[src/rtl/fetch_stage_pkg.sv]
// Shared fetch-stage types: FSM state encoding, NOP encoding, default reset PC.
package fetch_stage_pkg;

  typedef enum logic [1:0] {
    RUN       = 2'd0,
    MISS_WAIT = 2'd1,
    MISS_KILL = 2'd2
  } fetch_state_t;

  // addi x0, x0, 0
  localparam logic [31:0] NOP_INSTR        = 32'h0000_0013;
  localparam logic [63:0] DEFAULT_RESET_PC = 64'h0000_0000_0000_0000;

endpackage

[src/rtl/fetch_stage_next_pc_sel.sv]
// Next-PC selection: BTB taken target or sequential PC+4 (wraps modulo 2^ADDR_WIDTH).
// Purely combinational, zero latency; no flow control of its own.
module next_pc_sel #(
  parameter int ADDR_WIDTH = 64
) (
  input  logic [ADDR_WIDTH-1:0] pc,
  input  logic                  btb_hit,
  input  logic                  btb_taken,
  input  logic [ADDR_WIDTH-1:0] btb_target,
  output logic [ADDR_WIDTH-1:0] pc_plus4,
  output logic                  pred_taken,
  output logic [ADDR_WIDTH-1:0] next_pc
);

  assign pc_plus4   = pc + ADDR_WIDTH'(4);
  assign pred_taken = btb_hit & btb_taken;
  assign next_pc    = pred_taken ? btb_target : pc_plus4;

endmodule

[src/rtl/fetch_stage.sv]
// Fetch stage: PC register plus RUN/MISS_WAIT/MISS_KILL FSM over a blocking I-cache.
// Zero-cycle outputs; i_stall_fetch holds PC on hits, misses stall via o_miss_stall.
module fetch_stage
  import fetch_stage_pkg::*;
#(
  parameter int          ADDR_WIDTH  = 64,
  parameter int          INSTR_WIDTH = 32,
  parameter logic [63:0] RESET_PC    = DEFAULT_RESET_PC
) (
  input  logic                   i_clk,
  input  logic                   i_arst_n,
  input  logic                   i_stall_fetch,
  input  logic                   i_redirect_valid,
  input  logic [ADDR_WIDTH-1:0]  i_redirect_pc,
  input  logic                   i_btb_hit,
  input  logic                   i_btb_taken,
  input  logic [1:0]             i_btb_way,
  input  logic [ADDR_WIDTH-1:0]  i_btb_target,
  output logic                   o_icache_req,
  output logic [ADDR_WIDTH-1:0]  o_icache_addr,
  input  logic                   i_icache_valid,
  input  logic [INSTR_WIDTH-1:0] i_icache_instr,
  output logic [INSTR_WIDTH-1:0] o_instr,
  output logic [ADDR_WIDTH-1:0]  o_pc,
  output logic [ADDR_WIDTH-1:0]  o_pc_plus4,
  output logic                   o_branch_pred_taken,
  output logic [1:0]             o_btb_way,
  output logic [ADDR_WIDTH-1:0]  o_pc_target_addr_pred,
  output logic                   o_log_trace,
  output logic                   o_miss_stall
);

  localparam logic [ADDR_WIDTH-1:0]  RST_PC = ADDR_WIDTH'(RESET_PC);
  localparam logic [INSTR_WIDTH-1:0] NOP    = INSTR_WIDTH'(NOP_INSTR);

  fetch_state_t          state_q, state_d;
  logic [ADDR_WIDTH-1:0] pc_q, pc_d;
  logic [ADDR_WIDTH-1:0] pend_q, pend_d;
  logic [ADDR_WIDTH-1:0] pc_plus4;
  logic [ADDR_WIDTH-1:0] next_pc;
  logic                  pred_taken;

  next_pc_sel #(
    .ADDR_WIDTH (ADDR_WIDTH)
  ) u_next_pc_sel (
    .pc         (pc_q),
    .btb_hit    (i_btb_hit),
    .btb_taken  (i_btb_taken),
    .btb_target (i_btb_target),
    .pc_plus4   (pc_plus4),
    .pred_taken (pred_taken),
    .next_pc    (next_pc)
  );

  assign o_icache_req          = 1'b1;
  assign o_icache_addr         = pc_q;
  assign o_pc                  = pc_q;
  assign o_pc_plus4            = pc_plus4;
  assign o_branch_pred_taken   = pred_taken;
  assign o_btb_way             = i_btb_way;
  assign o_pc_target_addr_pred = next_pc;

  always_comb begin
    state_d      = state_q;
    pc_d         = pc_q;
    pend_d       = pend_q;
    o_miss_stall = 1'b0;
    o_log_trace  = 1'b0;
    o_instr      = NOP;
    case (state_q)
      RUN: begin
        if (i_redirect_valid) begin
          pc_d = i_redirect_pc;
        end else if (i_icache_valid) begin
          o_log_trace = 1'b1;
          o_instr     = i_icache_instr;
          if (!i_stall_fetch) pc_d = next_pc;
        end else begin
          state_d = MISS_WAIT;
        end
      end
      MISS_WAIT: begin
        o_miss_stall = 1'b1;
        if (i_redirect_valid) begin
          // Refill landing with the redirect completes the kill in the same cycle.
          if (i_icache_valid) begin
            pc_d    = i_redirect_pc;
            state_d = RUN;
          end else begin
            pend_d  = i_redirect_pc;
            state_d = MISS_KILL;
          end
        end else if (i_icache_valid) begin
          state_d = RUN;
        end
      end
      MISS_KILL: begin
        o_miss_stall = 1'b1;
        if (i_redirect_valid) pend_d = i_redirect_pc;
        if (i_icache_valid) begin
          pc_d    = i_redirect_valid ? i_redirect_pc : pend_q;
          state_d = RUN;
        end
      end
      default: begin
        state_d = RUN;
      end
    endcase
  end

  always_ff @(posedge i_clk or negedge i_arst_n) begin
    if (!i_arst_n) begin
      state_q <= RUN;
      pc_q    <= RST_PC;
      pend_q  <= '0;
    end else begin
      state_q <= state_d;
      pc_q    <= pc_d;
      pend_q  <= pend_d;
    end
  end

endmodule
[config.mk]
export PLATFORM = sky130hd
export DESIGN_NAME = fetch_stage
export DESIGN_NICKNAME = d
export VERILOG_FILES = /design/src/rtl/fetch_stage_pkg.sv /design/src/rtl/fetch_stage_next_pc_sel.sv /design/src/rtl/fetch_stage.sv
export SDC_FILE = /design/constraint.sdc
export NUM_CORES = 1
export LEC_CHECK = 0
export CAP_MARGIN = 20
export CORE_AREA = 2 2 178 180
export CTS_CLUSTER_DIAMETER = 40
export DETAILED_ROUTE_END_ITERATION = 7
export DIE_AREA = 0 0 180 182
export PLACE_DENSITY = 0.71
export SLEW_MARGIN = 20
export SYNTH_ARGS = -nofsm -noshare
export SYNTH_HDL_FRONTEND = slang
export SYNTH_SLANG_ARGS = --single-unit
[constraint.sdc]
create_clock -name i_clk -period 2.91 [get_ports i_clk]
set_clock_uncertainty 0.2 [all_clocks]
set_input_delay 0.582 -clock i_clk [delete_from_list [all_inputs] [get_ports i_clk]]
set_output_delay 0.582 -clock i_clk [all_outputs]
set_load 0.01 [all_outputs]
==> results.txt, run 1 <==
Status - finished with violations
Failing checks - setup timing
Multiplexer area fraction after synthesis - 13.41%
Setup violations, final - 106
Vias per cell - 5.748
RD Place Congestion - 0.9120
Row count - 65
FILL cells - 2386
Pleak - 9.445 nW
Simple-Gate Fraction of Synth Area - 21.22%
Core Box Area - 0.03099 sq mm
Initial core utilization - 35.08%
Bufs on Longest Clock Path - 2
Crit path max fanout - 4
Number of cells produced by synthesis - 1311
Syn. warnings - 0
CTS root buffer - clkbuf_16
Max Cap Violations - 0
Post-Syn Area per Cell - 8.292 sq um
Post-Synth XOR/XNOR Area - 4.351%
CTS tree - built
Tcrit/Tclk final - 125.4%
Non-filler cells in the finished layout - 2436
Post-synth top flop - dfrtp_1
Max-Slew Margin vs Limit - 54.71%
GRT overflow - 0
FF+latch area - 0.003267 sq mm
Area growth from synthesis to layout - 89.09%
WHS - 0.3045 ns
Cell Area, Synth - 0.01087 sq mm
CTS buffer count - 17
Slew @ Worst Pin - 0.6794 ns
DRT antenna net count - 0
Multi-input gate area - 0.007963 sq mm
PwrDens - 1012 mW/mm^2
DR WL/cell - 22.15 um
Detailed-router iteration count before antenna repair - 7
Final WS setup - -0.7400 ns
Largest net degree at the start of global routing - 71
Nets - 2188
Upper clock frequency limit - 274.0 MHz
DRT iter0 DRCs - 1312
GRT Overall Usage - 30.37%
Slew Limit Fails - 0
Hold Fails Final Rpt - 0
Io pins - 463
H-tree lvl count - 4
Die Wd - 180 um
Peak VDD IR - 0.0005798 V
Die Area - 0.03276 sq mm
Synthesized netlist net count - 1485
Finished Core Util - 66.34%
Fraction of registers with async set/reset - 100.0%
Vias - 14000
# port buffers - 457
Synth Area in Compound Gates - 20.14%
Largest family of logic cells by synthesized area - simple AND/OR/NAND/NOR gates
Minimum clock period - 3.650 ns
CP required - 2.13 ns
Number of synthesized flops with an enable pin - 0
Worst setup path category - flip-flop to output pin
Die Height - 182 um
RSZ-0062 raised after global routing - true
Post-synthesis sequential area ratio - 29.93%
Min-Delay Path Class - flip-flop to flip-flop
Seq cells post-synth - 130
Layout cells sized above 1 - 42.38%
First-pass GRT wire length - 78.30 mm
Reg clk slew, reported paths - 0.07 ns
Residual DRC - 0
Crit start category - flip-flop
DP HPWL - 36.68 mm
Initial antenna violation count - 8
# clock sinks - 130
Vias in the first global route - 13750
Placed insts - 2280
Worst-Skew Late Latency - 0.44 ns
Crit end category - output pin
Drt total wl - 53.96 mm
Synth Area in Adders - 0.5755%
CP Data Arrival Time - 2.87 ns
Distinct cells, synth - 70
where the power goes:
part / internal (mW) / total, mW / switching (mW)
clock: 1.36 / 2.33 / 0.961
combinational: 7.70 / 15.1 / 7.41
sequential: 2.78 / 3.38 / 0.599
total: 11.8 / 20.8 / 8.97
critical path, cell delays in order, from the launching register on:
cell	delay [ns]
dfrtp_1	0.40
nand4_1	0.22
or4_4	0.59
buf_6	0.14
nor4_4	0.11
buf_4	0.19
nand4_1	0.09
buf_4	0.17
xnor2_2	0.14
mux2_4	0.26
buf_6	0.12
layout make-up:
class / instances / share of cell area [%]
sequential: 130 / 15.89
clock inverter: 14 / 0.8766
clock buffer: 18 / 2.088
inverter: 52 / 0.9739
antenna: 7 / 0.08522
tap: 402 / 2.447
timing repair buffer: 859 / 38.90
multi-input combinational: 954 / 38.74
Yosys cell counts, types with 3 or more instances:
cell type  count  area [sq um]
o31a_1        10         87.58
or4_1          7         52.55
a31oi_1       29         181.4
a31o_2         5         43.79
buf_4         69         518.0
nand3_1       23         115.1
a21oi_1       53         265.3
nand4_1       41         256.5
a32o_1         4         40.04
a211o_1       12         105.1
nor3_1        28         140.1
or2_2          3         18.77
a21o_1         9         67.56
a22oi_1        6         45.04
nor4_2         5         62.56
or3_1         11         68.82
xnor2_1       31         271.5
buf_1         13         48.80
o21a_1         6         45.04
a22o_1        14         122.6
inv_1         51         191.4
nor4_1        18         112.6
a221o_1        9         90.09
and3_1        13         81.33
xor2_1        23         201.4
buf_2          4         20.02
nand2_1      144         540.5
and4_1        11         96.34
mux2_2       125          1408
nand2b_1      13         81.33
o311ai_0       4         35.03
mux2i_1        5         50.05
o21ai_0       52         260.3
a311oi_1       4         35.03
clkbuf_1      88         330.3
and2_1        35         219.0
ha_1           5         62.56
a221oi_1      36         315.3
dfrtp_1      130          3253
nor2_1        93         349.1
a21bo_2        3         30.03
o211ai_1       9         67.56
o31ai_1       24         180.2
final timing paths:
check | slack [ns] | startpoint | endpoint | cells past startpoint
min in group asynchronous | 0.48 | i_arst_n | pend_q[36] | 2
max | -0.74 | o_icache_addr[24] | o_pc_target_addr_pred[49] | 10
max reg2reg | -0.08 | o_icache_addr[2] | o_icache_addr[34] | 13
max in group asynchronous | 1.32 | i_arst_n | o_icache_addr[43] | 3
min | 0.30 | pend_q[51] | pend_q[51] | 1
min reg2reg | 0.30 | pend_q[51] | pend_q[51] | 1
logic make-up after synthesis:
| family | Yosys count |
|---|---|
| AND/OR/NAND/NOR | 456 |
| adder cells (fa/ha/maj) | 5 |
| XOR/XNOR | 54 |
| other | 1 |
| multiplexers | 130 |
| buffers and inverters | 227 |
| AO/OA/AOI/OAI | 308 |
| flip-flops | 130 |
what timing repair did:
| item | CTS | global route |
|---|---|---|
| hold buffers | 1 | 0 |
| buffers inserted | 89 | 63 |
| endpoints found under the setup margin | 157 | 136 |
| cloned | 1 | 0 |
| pin swaps | 82 | 97 |
| hold endpoints to repair | 39 | 0 |
| gates resized for setup | 640 | 204 |
state kept, by name, summed over array words and instances, names as in the netlist:
signal	count
state_q	2
pend_q	64
o_icache_addr	64
metal layers:
layer | track usage (%) | wire length [um] | vias to the layer above
met5 | 0 | 0 | -
met4 | 13.85 | 2248 | 0
met3 | 5.656 | 4647 | 178
met1 | 36.51 | 20160 | 6773
li1 | - | - | 6127
met2 | 52.70 | 26900 | 923
cells in the final DEF, fill, tap and decap left out, types with 10 or more instances in the layout:
| cell type | count |
|---|---|
| nor3_1 | 13 |
| nor4_4 | 17 |
| buf_2 | 47 |
| a22o_1 | 14 |
| mux2_2 | 110 |
| nand4_1 | 41 |
| buf_12 | 17 |
| a21oi_1 | 46 |
| xor2_2 | 10 |
| o21ai_0 | 49 |
| inv_1 | 46 |
| dlymetal6s2s_1 | 16 |
| dfrtp_2 | 11 |
| a221oi_1 | 36 |
| o31a_1 | 10 |
| dfrtp_1 | 119 |
| dlygate4sd2_1 | 29 |
| clkdlybuf4s50_1 | 300 |
| o31ai_1 | 20 |
| nand2b_1 | 12 |
| xnor2_4 | 11 |
| mux2_4 | 15 |
| clkbuf_16 | 17 |
| a31oi_1 | 26 |
| and2_1 | 35 |
| buf_6 | 141 |
| a211o_1 | 12 |
| nor2_1 | 77 |
| buf_4 | 297 |
| nand3_1 | 16 |
| and3_1 | 11 |
| nand2_1 | 137 |
| xnor2_2 | 15 |
through the flow:
| step | power, mW | setup TNS (ns) | setup WS [ns] | cell area, sq um |
|---|---|---|---|---|
| 3_3_place_gp | 16.87 | -41.64 | -0.7540 | 17620 |
| 6_report | 20.81 | -46.34 | -0.7400 | 20550 |
| 5_1_grt | 21.82 | -55.96 | -0.7996 | 20550 |
| 4_1_cts | 19.90 | -41.60 | -0.7607 | 19580 |
| 2_1_floorplan | 10.15 | -1.673 | -0.2967 | 11160 |
| 3_5_place_dp | 17.07 | -42.56 | -0.8040 | 17620 |
Note: power is estimated with default switching activity, not from simulation.
==> run 2, diff against run 1 <==
--- a/config.mk
+++ b/config.mk
@@ -10,6 +10,7 @@
 export CTS_CLUSTER_DIAMETER = 40
 export DETAILED_ROUTE_END_ITERATION = 7
 export DIE_AREA = 0 0 180 182
+export GPL_TIMING_DRIVEN = 1
 export PLACE_DENSITY = 0.71
 export SLEW_MARGIN = 20
 export SYNTH_ARGS = -nofsm -noshare
==> results of run 2 <==
Same layout as run 1: the final DEF is identical, and so are final timing and power.
==> run 3, diff against run 2 <==
--- a/config.mk
+++ b/config.mk
@@ -12,6 +12,7 @@
 export DIE_AREA = 0 0 180 182
 export GPL_TIMING_DRIVEN = 1
 export PLACE_DENSITY = 0.71
+export SETUP_SLACK_MARGIN = 0.1
 export SLEW_MARGIN = 20
 export SYNTH_ARGS = -nofsm -noshare
 export SYNTH_HDL_FRONTEND = slang
==> run 3 against run 2 <==
The run ends with DRC, setup timing left. Via count up 3.1%. Die area unchanged. Wire length up 7.4%. Critical endpoint is now o_pc_target_addr_pred[54]. Combinational power up 3%. Design area up 2.0%. Maximum frequency down 5.3%.
==> results.txt, run 3 (same netlist as run 1, synthesis figures left out) <==
Largest net degree at the start of global routing - 66
Crit end category - output pin
H-tree lvl count - 4
Row count - 65
Area growth from synthesis to layout - 92.90%
Slew @ Worst Pin - 0.7065 ns
Upper clock frequency limit - 259.6 MHz
Slew Limit Fails - 0
Setup violations, final - 108
Failing checks - DRC, setup timing
RSZ-0062 raised after global routing - true
Switch Pwr - 9.346 mW
FILL cells - 2292
Min-Delay Path Class - flip-flop to flip-flop
FF-to-FF path depth - 17
Residual DRC - 4
Most frequent cells in the layout - buf_4, clkdlybuf4s50_1, nand2_1, buf_6, dfrtp_1
Hold Fails Final Rpt - 0
Worst-Skew Late Latency - 0.43 ns
Status - finished with violations
Tcrit/Tclk final - 132.4%
Layout cells sized above 1 - 44.46%
DR WL/cell - 23.52 um
GRT overflow - 0
DP HPWL - 36.96 mm
Max Cap Violations - 0
RD Place Congestion - 0.9262
Vias in the first global route - 14060
# port buffers - 457
First-pass GRT wire length - 81.87 mm
Nets - 2217
Crit path max fanout - 4
Max-Slew Margin vs Limit - 52.53%
CTS buffer count - 17
Crit start category - flip-flop
Sw Ratio - 43.27%
Total power - 21.60 mW
Die Height - 182 um
CP Data Arrival Time - 3.07 ns
PwrDens - 1030 mW/mm^2
Peak VDD IR - 0.0005192 V
Vias per cell - 5.860
# clock sinks - 130
Placed cell areas - 0.01769 sq mm
Pleak - 9.491 nW
Fin area - 0.02097 sq mm
GRT Overall Usage - 31.82%
Bufs on Longest Clock Path - 2
Initial antenna violation count - 6
Gate power share - 72.1%
R2R setup slack - -0.28 ns
Internal - 12.25 mW
Detailed-router iteration count before antenna repair - 8
Die Wd - 180 um
Sequential power share - 15.8%
FF-to-FF Start - o_icache_addr[11]
Drt total wl - 57.96 mm
Setup crit end - o_pc_target_addr_pred[54]
CP required - 2.13 ns
Core Box Area - 0.03099 sq mm
DRT antenna net count - 0
Worst setup path category - flip-flop to output pin
Die Area - 0.03276 sq mm
Most common cell after layout, fill and taps aside - buf_4
CTS root buffer - clkbuf_16
Worst R2R End - o_icache_addr[35]
DRT iter0 DRCs - 1400
Vias - 14440
CTS tree - built
Critical path startpoint - o_icache_addr[11]
Io pins - 463
Final WS setup - -0.9427 ns
Clock Power Share - 12.1%
Minimum clock period - 3.853 ns
Initial core utilization - 35.08%
Setup TNS - -55.71 ns
Reg clk slew, reported paths - 0.06 ns
[run 3: cell count changes in the layout (fill, tap and decap cells not counted), moves of 4 or more]
| cell | change |
|---|---|
| buf_4 | +30 |
| buf_6 | -13 |
| clkdlybuf4s15_1 | +13 |
| dlymetal6s2s_1 | -10 |
| buf_2 | +8 |
| xnor2_2 | +8 |
| o31ai_1 | -6 |
| xnor2_4 | -5 |
| a21oi_4 | +4 |
| buf_12 | +4 |
| clkdlybuf4s50_1 | -4 |
| clkinvlp_4 | -4 |
| o31ai_4 | +4 |
[run 3: routing by layer]
| metal | track usage, % | part of all wire [%] | vias to the layer above |
|---|---|---|---|
| met1 | 37.53 | 36 | 6939 |
| li1 | - | - | 6163 |
| met3 | 7.300 | 10 | 288 |
| met5 | 0 | 0 | - |
| met2 | 55.20 | 48 | 1049 |
| met4 | 14.15 | 6.4 | 0 |
[run 3: critical path: stages (launching register included)]
cell     delay (ns)
dfrtp_2        0.35
and4_4         0.24
nand4_1        0.18
buf_4          0.20
or4_4          0.63
buf_12         0.19
nor4_4         0.21
xnor2_2        0.12
buf_4          0.15
mux2_4         0.25
buf_6          0.12
[run 3: final cells by class]
| class | instances | area (sq um) | share of cell area, % |
|---|---|---|---|
| repair buffers | 888 | 8204 | 39.13 |
| multi-input cells | 954 | 8094 | 38.60 |
| flip-flops and latches | 130 | 3267 | 15.58 |
| well taps | 402 | 503.0 | 2.399 |
| clock buffers | 18 | 439.2 | 2.094 |
| clock inverters | 14 | 246.5 | 1.175 |
| inverters | 52 | 200.2 | 0.9547 |
| diodes | 6 | 15.01 | 0.07160 |
[run 3: how the worst min path moves through the flow]
stage / from / end / slack (ns) / cells past startpoint
CTS: pend_q[49] / pend_q[49] / 0.30 / 1
floorplan: i_arst_n / o_icache_addr[0] / 0.09 / 0
detailed placement: pend_q[56] / pend_q[56] / 0.29 / 1
global route: pend_q[0] / pend_q[0] / 0.32 / 1
finish: pend_q[49] / pend_q[49] / 0.30 / 1
global placement: pend_q[53] / pend_q[53] / 0.28 / 1
[run 3: power by group through the flow]
stage | clock network [mW] | registers (mW) | logic (mW)
finish | 2.61 | 3.42 | 15.6
global route | 2.69 | 3.49 | 16.4
CTS | 2.60 | 3.34 | 14.6
detailed placement | 0 | 3.38 | 13.8
global placement | 0 | 3.30 | 13.6
floorplan | 0 | 3.83 | 6.37
[run 3: per-stage QoR]
step | setup slack (ns) | hold slack (ns) | util [%] | instances
final | -0.9427 | 0.3023 | 67.67 | 2464
after global routing | -1.013 | 0.3215 | 67.66 | 2462
after floorplan | -0.2967 | 0.08641 | - | 1311
after global placement | -0.6711 | 0.2817 | 57.08 | 2279
after detailed placement | -0.6792 | 0.2913 | 57.08 | 2279
after CTS | -0.9029 | 0.3041 | 64.83 | 2421
[run 3: repair_timing]
action	in CTS	in global routing
endpoints found under the setup margin	165	169
hold endpoints to repair	50	0
pin swaps	107	119
buffers inserted	112	64
cloned	2	0
hold buffers	1	0
resized for setup	729	159
